<file path="config.mk">
export PLATFORM = sky130hd
export DESIGN_NAME = mem_stage
export DESIGN_NICKNAME = d
export VERILOG_FILES = /design/src/rtl/legv8_pkg.sv /design/src/rtl/mem_req_ctrl.sv /design/src/rtl/mem_stage.sv
export SDC_FILE = /design/constraint.sdc
export NUM_CORES = 1
export LEC_CHECK = 0
export ABC_AREA = 1
export ABC_CLOCK_PERIOD_IN_PS = 4600
export CORE_AREA = 2 2 158 160
export DETAILED_ROUTE_END_ITERATION = 12
export DIE_AREA = 0 0 160 162
export MAX_ROUTING_LAYER = met4
export PLACE_DENSITY = 0.75
export SLEW_MARGIN = 20
export SYNTH_ARGS = -nofsm -noshare
export SYNTH_HDL_FRONTEND = slang
export SYNTH_SLANG_ARGS = --single-unit
</file>
<file path="constraint.sdc">
create_clock -name clk -period 4.6 [get_ports clk]
set_input_delay 1.38 -clock clk [delete_from_list [all_inputs] [get_ports clk]]
set_output_delay 1.38 -clock clk [all_outputs]
set_load 0.005 [all_outputs]
</file>
<file path="src/rtl/legv8_pkg.sv">
// legv8_pkg: shared widths, register constants and MEM-stage types
// for the LEGv8 pipeline.
package legv8_pkg;

    // Datapath and register index widths (same values as common.vh)
    localparam int WORD       = 64;
    localparam int REG_ADDR_W = 5;

    // Zero register; its write suppression lives in the register file
    localparam logic [REG_ADDR_W-1:0] XZR = 5'd31;

    // Data-memory access state
    typedef enum logic {
        IDLE = 1'b0,
        BUSY = 1'b1
    } mem_state_t;

    // Any data-memory instruction
    function automatic logic is_mem_op(input logic rd_op, input logic wr_op);
        return rd_op | wr_op;
    endfunction

    // Doubleword accesses must sit on an 8-byte boundary
    function automatic logic is_misaligned(input logic [2:0] low_bits);
        return low_bits != 3'b000;
    endfunction

endpackage

</file>
<file path="src/rtl/mem_req_ctrl.sv">
// mem_req_ctrl: request FSM, timeout counter and held request
// registers for the MEM stage data-memory port.
module mem_req_ctrl
    import legv8_pkg::*;
#(
    parameter int WORD_W      = WORD,
    parameter int REG_ADDR_W  = legv8_pkg::REG_ADDR_W,
    parameter int TIMEOUT_CYC = 64
) (
    input  logic                  clk,
    input  logic                  rst,
    input  logic                  start,
    input  logic [WORD_W-1:0]     start_addr,
    input  logic [WORD_W-1:0]     start_wdata,
    input  logic                  start_we,
    input  logic [REG_ADDR_W-1:0] start_rd,
    input  logic                  start_reg_write,
    input  logic                  start_mem_to_reg,
    input  logic                  dmem_ack,
    output logic                  busy,
    output logic                  dmem_req,
    output logic                  dmem_we,
    output logic [WORD_W-1:0]     dmem_addr,
    output logic [WORD_W-1:0]     dmem_wdata,
    output logic                  dmem_err,
    output logic                  ack_done,
    output logic                  timeout_done,
    output logic [REG_ADDR_W-1:0] hold_rd,
    output logic                  hold_reg_write,
    output logic                  hold_mem_to_reg
);

    localparam int CNT_W = $clog2(TIMEOUT_CYC + 1);

    mem_state_t       state;
    logic [CNT_W-1:0] cnt;
    logic             cnt_last;

    assign busy     = (state == BUSY);
    assign dmem_req = busy;

    // cnt counts the ack-less BUSY cycles already completed, so the
    // cycle that would take it to TIMEOUT_CYC is the final one
    assign cnt_last     = (cnt == CNT_W'(TIMEOUT_CYC - 1));
    assign ack_done     = busy & dmem_ack;
    assign timeout_done = busy & ~dmem_ack & cnt_last;

    // Request FSM: latch on start, hold until ack or timeout
    always_ff @(posedge clk) begin
        if (rst) begin
            state           <= IDLE;
            cnt             <= '0;
            dmem_we         <= 1'b0;
            dmem_addr       <= '0;
            dmem_wdata      <= '0;
            dmem_err        <= 1'b0;
            hold_rd         <= '0;
            hold_reg_write  <= 1'b0;
            hold_mem_to_reg <= 1'b0;
        end else begin
            dmem_err <= timeout_done;
            unique case (state)
                IDLE: begin
                    if (start) begin
                        state           <= BUSY;
                        cnt             <= '0;
                        dmem_we         <= start_we;
                        dmem_addr       <= start_addr;
                        dmem_wdata      <= start_wdata;
                        hold_rd         <= start_rd;
                        hold_reg_write  <= start_reg_write;
                        hold_mem_to_reg <= start_mem_to_reg;
                    end
                end
                BUSY: begin
                    if (ack_done || timeout_done) begin
                        state <= IDLE;
                        cnt   <= '0;
                    end else begin
                        cnt <= cnt + CNT_W'(1);
                    end
                end
                default: state <= IDLE;
            endcase
        end
    end

endmodule

</file>
<file path="src/rtl/mem_stage.sv">
// mem_stage: LEGv8 MEM stage, multi-cycle data memory with stall.
// Optional MEM_ALIGN_CHECK_EN rejects misaligned accesses.
module mem_stage
    import legv8_pkg::*;
#(
    parameter int WORD_W      = WORD,
    parameter int REG_ADDR_W  = legv8_pkg::REG_ADDR_W,
    parameter int TIMEOUT_CYC = 64
) (
    input  logic                  clk,
    input  logic                  rst,
    input  logic                  in_valid,
    input  logic [WORD_W-1:0]     in_ALUOut,
    input  logic [WORD_W-1:0]     in_w_data,
    input  logic [REG_ADDR_W-1:0] in_rd,
    input  logic                  in_MemRead,
    input  logic                  in_MemWrite,
    input  logic                  in_RegWrite,
    input  logic                  in_MemtoReg,
    output logic                  stall,
    output logic                  dmem_req,
    output logic                  dmem_we,
    output logic [WORD_W-1:0]     dmem_addr,
    output logic [WORD_W-1:0]     dmem_wdata,
    input  logic [WORD_W-1:0]     dmem_rdata,
    input  logic                  dmem_ack,
    output logic                  dmem_err,
    output logic                  align_err,
    output logic                  wb_valid,
    output logic [WORD_W-1:0]     wb_data,
    output logic [REG_ADDR_W-1:0] wb_rd,
    output logic                  wb_RegWrite
);

    logic                  busy;
    logic                  accept;
    logic                  mem_op;
    logic                  misaligned;
    logic                  start;
    logic                  pass_fire;
    logic                  mis_fire;
    logic                  ack_done;
    logic                  timeout_done;
    logic [REG_ADDR_W-1:0] hold_rd;
    logic                  hold_reg_write;
    logic                  hold_mem_to_reg;

    assign stall  = busy;
    assign accept = in_valid & ~busy;
    assign mem_op = is_mem_op(in_MemRead, in_MemWrite);

`ifdef MEM_ALIGN_CHECK_EN
    assign misaligned = mem_op & is_misaligned(in_ALUOut[2:0]);
`else
    assign misaligned = 1'b0;
`endif

    assign start     = accept & mem_op & ~misaligned;
    assign pass_fire = accept & ~mem_op;
    assign mis_fire  = accept & misaligned;

    mem_req_ctrl #(
        .WORD_W      (WORD_W),
        .REG_ADDR_W  (REG_ADDR_W),
        .TIMEOUT_CYC (TIMEOUT_CYC)
    ) u_req_ctrl (
        .clk              (clk),
        .rst              (rst),
        .start            (start),
        .start_addr       (in_ALUOut),
        .start_wdata      (in_w_data),
        .start_we         (in_MemWrite),
        .start_rd         (in_rd),
        .start_reg_write  (in_RegWrite),
        .start_mem_to_reg (in_MemtoReg),
        .dmem_ack         (dmem_ack),
        .busy             (busy),
        .dmem_req         (dmem_req),
        .dmem_we          (dmem_we),
        .dmem_addr        (dmem_addr),
        .dmem_wdata       (dmem_wdata),
        .dmem_err         (dmem_err),
        .ack_done         (ack_done),
        .timeout_done     (timeout_done),
        .hold_rd          (hold_rd),
        .hold_reg_write   (hold_reg_write),
        .hold_mem_to_reg  (hold_mem_to_reg)
    );

`ifdef MEM_ALIGN_CHECK_EN
    // One-cycle pulse for a rejected misaligned access
    always_ff @(posedge clk) begin
        if (rst) begin
            align_err <= 1'b0;
        end else begin
            align_err <= mis_fire;
        end
    end
`else
    assign align_err = 1'b0;
`endif

    // Write-back register: one pulse per retired instruction
    always_ff @(posedge clk) begin
        if (rst) begin
            wb_valid    <= 1'b0;
            wb_data     <= '0;
            wb_rd       <= '0;
            wb_RegWrite <= 1'b0;
        end else begin
            wb_valid <= 1'b0;
            unique case (1'b1)
                ack_done: begin
                    wb_valid    <= 1'b1;
                    wb_data     <= hold_mem_to_reg ? dmem_rdata : dmem_addr;
                    wb_rd       <= hold_rd;
                    wb_RegWrite <= hold_reg_write & ~dmem_we;
                end
                timeout_done: begin
                    wb_valid    <= 1'b1;
                    wb_data     <= dmem_addr;
                    wb_rd       <= hold_rd;
                    wb_RegWrite <= 1'b0;
                end
                pass_fire: begin
                    wb_valid    <= 1'b1;
                    wb_data     <= in_ALUOut;
                    wb_rd       <= in_rd;
                    wb_RegWrite <= in_RegWrite;
                end
                mis_fire: begin
                    wb_valid    <= 1'b1;
                    wb_data     <= in_ALUOut;
                    wb_rd       <= in_rd;
                    wb_RegWrite <= 1'b0;
                end
                default: begin
                end
            endcase
        end
    end

endmodule

</file>
==> results by group, run 1 <==
Status
  • Status: finished, final reports clean

STA
  • Period utilization: between 60% and 70%
  • Max-slew violations: 0
  • Rel. slew slack: 37.8%
  • RSZ-0062 raised after global routing: no
  • TNS Setup: 0 ps
  • Fin crit period: 3030 ps
  • Worst slew pin tran: around 930 ps
  • Clock skew: roughly 8.2 ps
  • Final Hold Viols: 0
  • Max frequency: ~330 MHz
  • Endpoints failing setup: 0

Worst setup path
  • Worst EP required: 3220 ps
  • CP delay by family, top: buffers and inverters
  • CP Class: flip-flop to output port
  • Crit path cell chain: clkdlybuf4s50_1
  • CP Buf/Inv Count: 1
  • Slowest stage delay, CP: 590 ps
  • Crit Path Max Fanout: 7
  • Crit-path slowest cell: clkdlybuf4s50_1
  • CP Capture Type: output port
  • Startpoint type of the worst setup path: flip-flop
  • Arr. time, crit path: 1650 ps

Finish
  • Area delta synth->final: 52.6%
  • Post-route cell area: 0.0146 sq mm
  • Multi-input logic area: roughly 0.0047 sq mm
  • Final #Nets: approximately 1,900
  • Fill cell count: 2,179
  • Antenna cells: 0
  • Share of layout cells above drive strength 1: 3.60%
  • Register area: between 0.004 and 0.005 sq mm
  • Registers with the most flip-flops: u_req_ctrl.dmem_addr (64), u_req_ctrl.dmem_wdata (64), wb_data (64)

Synth
  • Yosys cell types: 27
  • Seq/Total Area, Yosys: 45.3%
  • Most instantiated cells after synthesis: nor2_1 (472), dfxtp_1 (216), o21ai_0 (210)
  • Syn nets: 1,543
  • Yosys warns: 0
  • Top_reg_cell synth: dfxtp_1
  • Post-synth EDFFs: 0
  • Cells after synthesis: 1,337
  • Mean Syn Cell Area: 7.14 sq um
  • Synth Cell Area: 0.00955 sq mm
  • Post-synthesis async set-or-reset flop share: 0%
  • Number of synthesized register bits: 216
  • Top-area cell type share of the netlist area: 45.3%
  • Area leader, netlist: dfxtp_1
  • Top-count cell post-synth: nor2_1
  • Dominant cells by area after synthesis: dfxtp_1 (45%), nor2_1 (19%), o21ai_0 (11%)

Floorplanning
  • Ports placed on the boundary: 409
  • Row Count: 57
  • Die Ht: 162 microns
  • DIE AREA: 0.0259 sq mm
  • Die Wd: 160 microns
  • Initial Utilization: 39.6%
  • Area of the core: 0.0241 sq mm

Place
  • Hpwl dp: 22.1 mm
  • Post-DP Area: around 0.014 sq mm
  • Placer Congestion: 0.846
  • PortBufs: 407

Routing
  • First DRT Iteration DRCs: 887
  • DRC violations left: 0
  • Drt via density: 5.11
  • Via count: 10,324
  • DRT Wirelength: 33.7 mm
  • Router iterations before antenna repair: 5
  • ANT nets after route: 0
  • Routed WL per cell: 16.7 microns

GRT
  • GR Overflow Total: 0
  • Initial antenna violation count: 0
  • Vias in the first global route: between 9,000 and 10,000
  • Largest net degree at the start of global routing: roughly 130
  • Gr usage total: ~26%
  • First-pass GRT wire length: approximately 52 mm

Clock network
  • CTS tree: done
  • Worst-path clk slew: around 60 ps
  • Post-cts sizing count: 0
  • Worst-Skew Late Latency: 510 ps
  • H-tree levels: 1
  • Max clock buf depth: 3
  • CTS Root Cell: clkbuf_16
  • CTS Buf Count: 25
  • TritonCTS Sinks: 216
  • Hold buffer count at cts: 0
  • Post-CTS Setup Inserts: 0

Run
  • Max-cap violations: 0

Power and ir drop
  • LEAKAGE: 5.48 nW
  • Power Density: between 300 and 400 mW/mm^2
  • Peak VDD IR: 0.000278 V

Worst hold path
  • Worst Hold Class: flip-flop to flip-flop
[where the power goes]
part	total, mW	switching, mW	internal [mW]
Sequential	2.15	0.126	2.03
Combinational	1.02	0.440	0.575
Clock	1.94	0.764	1.17
[worst reg2reg max path, delay by kind of cell, from the launching register on]
| family | cells | cell delay [ps] |
|---|---|---|
| adder cells (fa/ha/maj) | 1 | 190 |
| buffers and inverters | 3 | 790 |
| flip-flops | 1 | 350 |
| AND/OR/NAND/NOR | 5 | 1260 |
[cell usage in the layout (no fill, tap or decap)]
cell / n
clkdlybuf4s50_1: 407
bufinv_16: 1
nor3_1: 1
mux2i_1: 64
clkbuf_1: 7
nand2_1: 87
xnor2_1: 1
o21ai_4: 1
nand2_4: 1
nand2_2: 1
o21ai_1: 2
buf_4: 7
clkbuf_16: 25
inv_4: 1
o21ai_0: 210
a21oi_1: 14
nor2_2: 2
nor2_1: 471
nor2_8: 1
nand3_1: 137
inv_1: 14
dfxtp_1: 215
conb_1: 1
nand3b_1: 1
buf_12: 7
clkbuf_8: 8
ha_1: 1
inv_2: 2
nand3_4: 1
nor2_4: 1
dfxtp_4: 1
a21boi_1: 1
nor3_4: 1
[routing by layer]
layer	vias to the layer above	part of all wire, %	track usage [%]
met1	4704	40	30.2
met3	92	8.5	6.21
met5	-	0	-
met2	474	46	41.4
met4	0	4.7	11.4
li1	5054	-	-
[worst paths after layout]
kind | start | to | slack [ps] | depth (start not counted)
min | u_req_ctrl.cnt[3]$_SDFFE_PP0P_ | u_req_ctrl.cnt[3]$_SDFFE_PP0P_ | 470 | 2
max | u_req_ctrl.busy$_SDFF_PP0_ | dmem_req | 1570 | 1
max reg2reg | u_req_ctrl.cnt[0]$_SDFFE_PP0P_ | u_req_ctrl.cnt[5]$_SDFFE_PP0P_ | 1890 | 9
min reg2reg | u_req_ctrl.cnt[3]$_SDFFE_PP0P_ | u_req_ctrl.cnt[3]$_SDFFE_PP0P_ | 470 | 2
[cell families (layout without fill, tap and decap cells)]
| kind of cell | Yosys count | after routing | share of synthesized area [%] |
|---|---|---|---|
| simple gates | 705 | 705 | 30.1 |
| compound gates | 228 | 228 | 12.0 |
| flops | 216 | 216 | 45.3 |
| buf+inv | 121 | 479 | 5.64 |
| mux | 64 | 64 | 6.71 |
| fa+ha+maj | 1 | 1 | 0.131 |
| other cells | 1 | 1 | 0.0393 |
| xor+xnor | 1 | 1 | 0.0918 |
[metrics by stage]
step / std cells / hold slack, ps / utilization (%) / total power [mW] / worst slack, ps
after CTS: 2019 / 472 / 60.4 / 5.15 / 1540
after global placement: 1978 / 461 / 57.1 / 3.19 / 1180
final: 2019 / 475 / 60.4 / 5.11 / 1570
after floorplan: 1337 / 449 / - / 2.60 / 2230
after global routing: 2019 / 499 / 60.4 / 5.34 / 1350
after detailed placement: 1978 / 463 / 57.1 / 3.21 / 1090
[cell type report]
| type | count | area share [%] |
|---|---|---|
| Clock inverter | 1 | 0.206 |
| Multi-Input combinational cell | 1000 | 32.3 |
| Clock buffer | 40 | 5.23 |
| Tap cell | 324 | 2.78 |
| Sequential cell | 216 | 29.7 |
| Inverter | 17 | 0.455 |
| Timing Repair Buffer | 421 | 29.3 |
Note: power is estimated with default switching activity, not from simulation.
==> inputs of run 2 (changes only) <==
--- a/config.mk
+++ b/config.mk
@@ -6,12 +6,12 @@
 export NUM_CORES = 1
 export LEC_CHECK = 0
 export ABC_AREA = 1
-export ABC_CLOCK_PERIOD_IN_PS = 4600
-export CORE_AREA = 2 2 158 160
+export ABC_CLOCK_PERIOD_IN_PS = 3100
+export CORE_AREA = 2 2 157 159
 export DETAILED_ROUTE_END_ITERATION = 12
-export DIE_AREA = 0 0 160 162
+export DIE_AREA = 0 0 159 161
 export MAX_ROUTING_LAYER = met4
-export PLACE_DENSITY = 0.75
+export PLACE_DENSITY = 0.76
 export SLEW_MARGIN = 20
 export SYNTH_ARGS = -nofsm -noshare
 export SYNTH_HDL_FRONTEND = slang
==> constraint.sdc (replaced) <==
create_clock -name clk -period 3.1 [get_ports clk]
set_input_delay 0.93 -clock clk [delete_from_list [all_inputs] [get_ports clk]]
set_output_delay 0.93 -clock clk [all_outputs]
set_load 0.005 [all_outputs]
==> run 2 against run 1 <==
- non-clock buffer count grew 11
- sequential power grew 48%
- worst setup slack lost 1000 ps
- sequential share of layout area shrank 0.26 points
- power grew 45%
- clock-buffer cell count shrank 3
- clock power grew 38%
- combinational power grew 51%
- via count shrank 0.59%
- final area grew 0.88%
- worst hold slack gained 2.6 ps
==> results by group, run 2 (synthesis gave the netlist of run 1 again) <==
Status
  • Status: finished, final reports clean

Clock network
  • H-tree levels: 1 (unchanged)
  • CTS Root Cell: clkbuf_16
  • Post-CTS Setup Inserts: 0 (unchanged)
  • CTS Buf Count: 24 (-4.0%)
  • Max clock buf depth: 3 (unchanged)
  • Post-cts sizing count: 0 (unchanged)
  • TritonCTS Sinks: 216 (unchanged)
  • CTS tree: done
  • Hold buffer count at cts: 0 (unchanged)
  • Worst-Skew Late Latency: 510 ps (about the same)
  • Worst-path clk slew: 60 ps (about the same)

STA
  • Fin crit period: between 2000 and 3000 ps
  • Final setup margin: 519 ps (-1050 ps)
  • Period utilization: 83.2%
  • Max frequency: between 300 and 400 MHz
  • Worst slew pin tran: 795 ps (-138 ps)
  • RSZ-0062 raised after global routing: no
  • TNS Setup: 0 ps (unchanged)
  • Rel. slew slack: 46.8% (+9.0 points)
  • Max-slew violations: 0 (unchanged)
  • Clock skew: 11.5 ps (+3.36 ps)
  • Endpoints failing setup: 0 (unchanged)
  • Final Hold Viols: 0 (unchanged)

Finish
  • Final #Nets: 1,897 (+0.53%)
  • Share of layout cells above drive strength 1: 4.11% (+0.51 points)
  • Registers with the most flip-flops: u_req_ctrl.dmem_addr (64), u_req_ctrl.dmem_wdata (64), wb_data (64)
  • Most frequent cells in the layout: nor2_1 (471), clkdlybuf4s50_1 (407), dfxtp_1 (215)
  • Area delta synth->final: 53.9%
  • Fill cell count: 2,171 (-0.37%)
  • Most common cell after layout, fill and taps aside: nor2_1
  • Post-Route Utilization: 61.3% (+0.90 points)
  • Non-Filler Instances: 2,029 (+0.50%)
  • Antenna cells: 0 (unchanged)

Power and ir drop
  • Total power: 7.41 mW (+45%)
  • LEAKAGE: 5.54 nW (+1.0%)
  • Switching share of power: 26.4% (+0.37 points)
  • Peak VDD IR: 0.000426 V (+53%)
  • Net switching power: 1.96 mW (+47%)
  • Logic pwr share: 20.8% (+0.9 points)
  • Power Density: 504 mW/mm^2 (+44%)
  • P_int: 5.45 mW (+44%)
  • Sequential Power Share: 43.0% (+0.8 points)
  • Clock power share: 36.2% (-1.7 points)

Worst setup path
  • CP delay by family, top: buffers and inverters
  • CP Class: flip-flop to output port
  • CP Buf/Inv Count: 1 (unchanged)
  • Worst EP required: 2170 ps (-1050 ps)
  • Slowest stage delay, CP: 610 ps (+20 ps)
  • Arr. time, crit path: 1650 ps (about the same)
  • Startpoint type of the worst setup path: flip-flop
  • Crit path cell chain: clkdlybuf4s50_1
  • Crit Path Max Fanout: 7 (unchanged)
  • Crit-path slowest cell: clkdlybuf4s50_1
  • CP Capture Type: output port

Floorplanning
  • Die Ht: 161 microns (-0.62%)
  • Ports placed on the boundary: 409 (unchanged)
  • Area of the core: 0.0240 sq mm (-0.59%)
  • Die Wd: 159 microns (-0.63%)
  • Initial Utilization: 39.8% (+0.24 points)
  • Row Count: 57 (unchanged)
  • DIE AREA: 0.0256 sq mm (-1.2%)

GRT
  • Largest net degree at the start of global routing: 88 (-30%)
  • Gr usage total: 25.4% (-0.12 points)
  • Initial antenna violation count: 0 (unchanged)
  • Vias in the first global route: 9,727 (-2.5%)
  • First-pass GRT wire length: 52.1 mm (-0.67%)
  • GR Overflow Total: 0 (unchanged)

Routing
  • ANT nets after route: 0 (unchanged)
  • Router iterations before antenna repair: 7 (+2)
  • First DRT Iteration DRCs: 752 (-15%)
  • Drt via density: 5.06 (-1.1%)
  • DRT Wirelength: 33.1 mm (-1.5%)
  • Via count: 10,263 (-0.59%)
  • Routed WL per cell: 16.3 microns (-2.0%)
  • DRC violations left: 0 (unchanged)

Place
  • Hpwl dp: 22.5 mm (+1.8%)
  • Dpl ws: 249 ps (-843 ps)
  • PortBufs: 407 (unchanged)
  • Placer Congestion: 0.827 (-2.3%)
  • Placed cell count: 1,989 (+0.56%)

Worst hold path
  • Worst Hold Class: flip-flop to flip-flop

Run
  • Max-cap violations: 0 (unchanged)
==> run 2: cell count changes in the layout (fill, tap and decap cells not counted), sizes merged <==
cell	delta
buf	+11
bufinv	-1
clkbuf	-3
clkinv	+3
==> run 2: worst paths after layout <==
path	from	endpoint	slack [ps]	cells after the start
setup / recovery	u_req_ctrl.busy$_SDFF_PP0_	dmem_req	520	1
hold / removal	u_req_ctrl.cnt[3]$_SDFFE_PP0P_	u_req_ctrl.cnt[3]$_SDFFE_PP0P_	480	2
setup reg to reg	u_req_ctrl.cnt[0]$_SDFFE_PP0P_	wb_data[58]$_SDFFE_PP0P_	1130	9
hold reg to reg	u_req_ctrl.cnt[3]$_SDFFE_PP0P_	u_req_ctrl.cnt[3]$_SDFFE_PP0P_	480	2
==> run 2: power groups by stage <==
stage | Combinational (mW) | Clock [mW] | Sequential [mW]
6_report | 1.54 | 2.68 | 3.18
5_1_grt | 1.69 | 2.84 | 3.21
4_1_cts | 1.55 | 2.73 | 3.18
3_5_place_dp | 1.54 | 0 | 3.24
3_3_place_gp | 1.52 | 0 | 3.23
2_1_floorplan | 0.636 | 0 | 3.22
==> run 2: metrics by stage <==
step	area (sq um)	hold WS, ps
4_1_cts	14700	476
6_report	14700	477
3_5_place_dp	14000	467
3_3_place_gp	14000	461
5_1_grt	14700	500
2_1_floorplan	9550	449
==> run 2: tightest hold or removal path, stage by stage, from the launching register on <==
cell,delay (ps)
dfxtp_1,320
nand2_1,60
a21oi_1,50
==> run 2: cell type report <==
type | count | area [sq um] | share of cell area, %
multi-input combinational | 1000 | 4710 | 32.0
timing repair buffer | 432 | 4460 | 30.4
sequential | 216 | 4330 | 29.5
clock buffer | 37 | 711 | 4.84
tap | 324 | 405 | 2.76
inverter | 17 | 66.3 | 0.451
clock inverter | 3 | 15.0 | 0.102
==> run 2: layer usage <==
metal,routed length [microns],vias to the layer above,track usage [%]
li1,-,5076,-
met1,13300,4689,29.9
met2,16100,430,42.9
met3,2590,68,5.75
met4,1110,0,8.64
met5,0,-,-
==> inputs of run 3 (changes only) <==
--- a/config.mk
+++ b/config.mk
@@ -6,12 +6,12 @@
 export NUM_CORES = 1
 export LEC_CHECK = 0
 export ABC_AREA = 1
-export ABC_CLOCK_PERIOD_IN_PS = 3100
-export CORE_AREA = 2 2 157 159
+export ABC_CLOCK_PERIOD_IN_PS = 2120
+export CORE_AREA = 2 2 168 154
 export DETAILED_ROUTE_END_ITERATION = 12
-export DIE_AREA = 0 0 159 161
+export DIE_AREA = 0 0 170 156
 export MAX_ROUTING_LAYER = met4
-export PLACE_DENSITY = 0.76
+export PLACE_DENSITY = 0.77
 export SLEW_MARGIN = 20
 export SYNTH_ARGS = -nofsm -noshare
 export SYNTH_HDL_FRONTEND = slang
==> constraint.sdc (replaced) <==
create_clock -name clk -period 2.12 [get_ports clk]
set_input_delay 0.636 -clock clk [delete_from_list [all_inputs] [get_ports clk]]
set_output_delay 0.636 -clock clk [all_outputs]
set_load 0.005 [all_outputs]
==> run 3 against run 2 <==
- clock-buffer cell count did not move
- final area rose by 3.8%
- worst setup slack got worse by 490 ps
- sequential power rose by 47%
- via count rose by 4.1%
- critical path type unchanged
- highest routed layer unchanged
- flip-flop and latch count did not move
- clock skew fell by 3.1 ps
- routed wire length rose by 3.1%
- final cell count rose by 1.7%
- global-route usage fell by 0.080 points
- critical endpoint is now dmem_addr[44]
- first-iteration DRC count rose by 13%
- register-to-register slack got worse by 880 ps
==> results by group, run 3 (synthesis gave the netlist of run 1 again) <==
Status
  • Status: finished, final reports clean

GRT
  • Gr usage total: 25.3% (-0.080 points)
  • Largest net degree at the start of global routing: 79 (-10%)
  • Initial antenna violation count: 2 (+2)
  • Vias in the first global route: 10,006 (+2.9%)
  • First-pass GRT wire length: 52.7 mm (+1.2%)
  • GR Overflow Total: 0 (unchanged)

Clock network
  • Worst-path clk slew: 60 ps (about the same)
  • TritonCTS Sinks: 216 (unchanged)
  • H-tree levels: 1 (unchanged)
  • CTS Root Cell: clkbuf_16
  • Worst-Skew Late Latency: 520 ps (about the same)
  • CTS tree: done
  • CTS Buf Count: 24 (unchanged)
  • Max clock buf depth: 3 (unchanged)

Place
  • Placer Congestion: 0.881 (+6.5%)
  • Dpl ws: -215 ps (-464 ps)
  • PortBufs: 407 (unchanged)
  • Hpwl dp: 24.3 mm (+8.0%)

Floorplanning
  • Ports placed on the boundary: 409 (unchanged)
  • Die Ht: 156 microns (-3.1%)
  • Initial Utilization: 38.5% (-1.3 points)
  • Area of the core: 0.0248 sq mm (+3.4%)
  • Row Count: 55 (-3.5%)
  • DIE AREA: 0.0265 sq mm (+3.6%)
  • Die Wd: 170 microns (+6.9%)

Routing
  • ANT nets after route: 0 (unchanged)
  • Routed WL per cell: 16.6 microns (+1.3%)
  • DRT Wirelength: 34.2 mm (+3.1%)
  • Drt via density: 5.18 (+2.3%)
  • Via count: 10,684 (+4.1%)
  • First DRT Iteration DRCs: 848 (+13%)
  • DRC violations left: 0 (unchanged)
  • Router iterations before antenna repair: 5 (-2)

STA
  • TNS Setup: 0 ps (unchanged)
  • Hold Slack: 472 ps (-4.95 ps)
  • Endpoints failing setup: 0 (unchanged)
  • Period utilization: 98.6%
  • Clock skew: 8.39 ps (-3.14 ps)
  • Max-slew violations: 0 (unchanged)
  • Final Hold Viols: 0 (unchanged)
  • Max frequency: around 480 MHz
  • RSZ-0062 raised after global routing: no
  • Final setup margin: 30.6 ps (-489 ps)
  • Fin crit period: about 2100 ps

Finish
  • Registers with the most flip-flops: u_req_ctrl.dmem_addr (64), u_req_ctrl.dmem_wdata (64), wb_data (64)
  • Share of layout cells above drive strength 1: 7.49% (+3.4 points)
  • Most frequent cells in the layout: nor2_1 (471), clkdlybuf4s50_1 (398), o21ai_0 (210)
  • Final #Nets: 1,939 (+2.2%)
  • Fill cell count: 2,160 (-0.51%)
  • Most common cell after layout, fill and taps aside: nor2_1
  • Area delta synth->final: 59.8%

Run
  • Max-cap violations: 0 (unchanged)

Worst setup path
  • CP Class: flip-flop to output port
  • Crit-path slowest cell: clkdlybuf4s50_1
  • CP Buf/Inv Count: 1 (unchanged)
  • Crit Path Max Fanout: 4 (-3)
  • Slowest stage delay, CP: 550 ps (-60 ps)
  • CP Capture Type: output port
  • Arr. time, crit path: 1450 ps (-200 ps)
  • CP delay by family, top: buffers and inverters
  • Startpoint type of the worst setup path: flip-flop
  • Crit path cell chain: clkdlybuf4s50_1
  • Worst EP required: 1480 ps (-690 ps)

Power and ir drop
  • LEAKAGE: 5.94 nW (+7.3%)
  • Total power: 11.3 mW (+53%)
  • Power Density: 741 mW/mm^2 (+47%)
  • Peak VDD IR: 0.000518 V (+21%)

Worst hold path
  • Worst Hold Class: flip-flop to flip-flop
-- run 3: changes by cell type in the layout (fill, tap and decap cells not counted), sizes merged --
cell and change:
buf +42, bufinv +2, clkdlybuf4s50 -9, clkinv -1
clkinvlp +1, diode +2, dlygate4sd2 +2, dlymetal6s2s +7
-- run 3: layout make-up --
cell class                      count  area, sq um  area share, %
Inverter                           17         66.3          0.435
Antenna cell                        2         5.00         0.0328
Tap cell                          313          392           2.57
Clock inverter                      5         77.6          0.509
Multi-Input combinational cell   1000         4710           30.9
Timing Repair Buffer              474         4930           32.3
Sequential cell                   216         4350           28.5
Clock buffer                       37          721           4.73
-- run 3: worst paths after layout --
kind              depth (start not counted)                              to                                  start  slack [ps]
hold reg to reg                           2  u_req_ctrl.cnt[6]$_SDFFE_PP0P_         u_req_ctrl.cnt[6]$_SDFFE_PP0P_         470
setup reg to reg                          9        wb_data[52]$_SDFFE_PP0P_         u_req_ctrl.cnt[0]$_SDFFE_PP0P_         250
hold / removal                            2  u_req_ctrl.cnt[6]$_SDFFE_PP0P_         u_req_ctrl.cnt[6]$_SDFFE_PP0P_         470
setup / recovery                          1                   dmem_addr[44]  u_req_ctrl.dmem_addr[44]$_SDFFE_PP0P_          30
-- run 3: where the power goes --
group          internal [mW]  leakage [nW]  switching [mW]
clock                   2.57         0.389            1.68
sequential              4.40          1.79           0.254
combinational           1.38          3.77            1.02
-- run 3: routing by layer --
metal	GRT usage [%]	routed length, microns	vias up
met5	-	0	-
met4	8.83	1150	0
met3	5.94	2850	75
met2	42.9	16500	502
met1	29.5	13700	4924
li1	-	-	5183
-- run 3: repair_timing --
item / in CTS / in global routing
endpoints found under the setup margin: 7 / 21
buffers inserted: 0 / 2
gates resized for setup: 7 / 20
hold buffers: 0 / 0
cloned: 0 / 0
-- run 3: through the flow --
| step | area (sq um) | util (%) | std cells |
|---|---|---|---|
| floorplan | 9550 | - | 1337 |
| global placement | 14400 | 58.1 | 2018 |
| detailed placement | 14400 | 58.1 | 2018 |
| CTS | 15200 | 61.3 | 2060 |
| global route | 15300 | 61.6 | 2064 |
| finish | 15300 | 61.6 | 2064 |
-- run 3: worst min-delay path, cell delays in order, from the launching register on --
cell     delay [ps]
dfxtp_1         310
inv_1            70
nor3_1           50
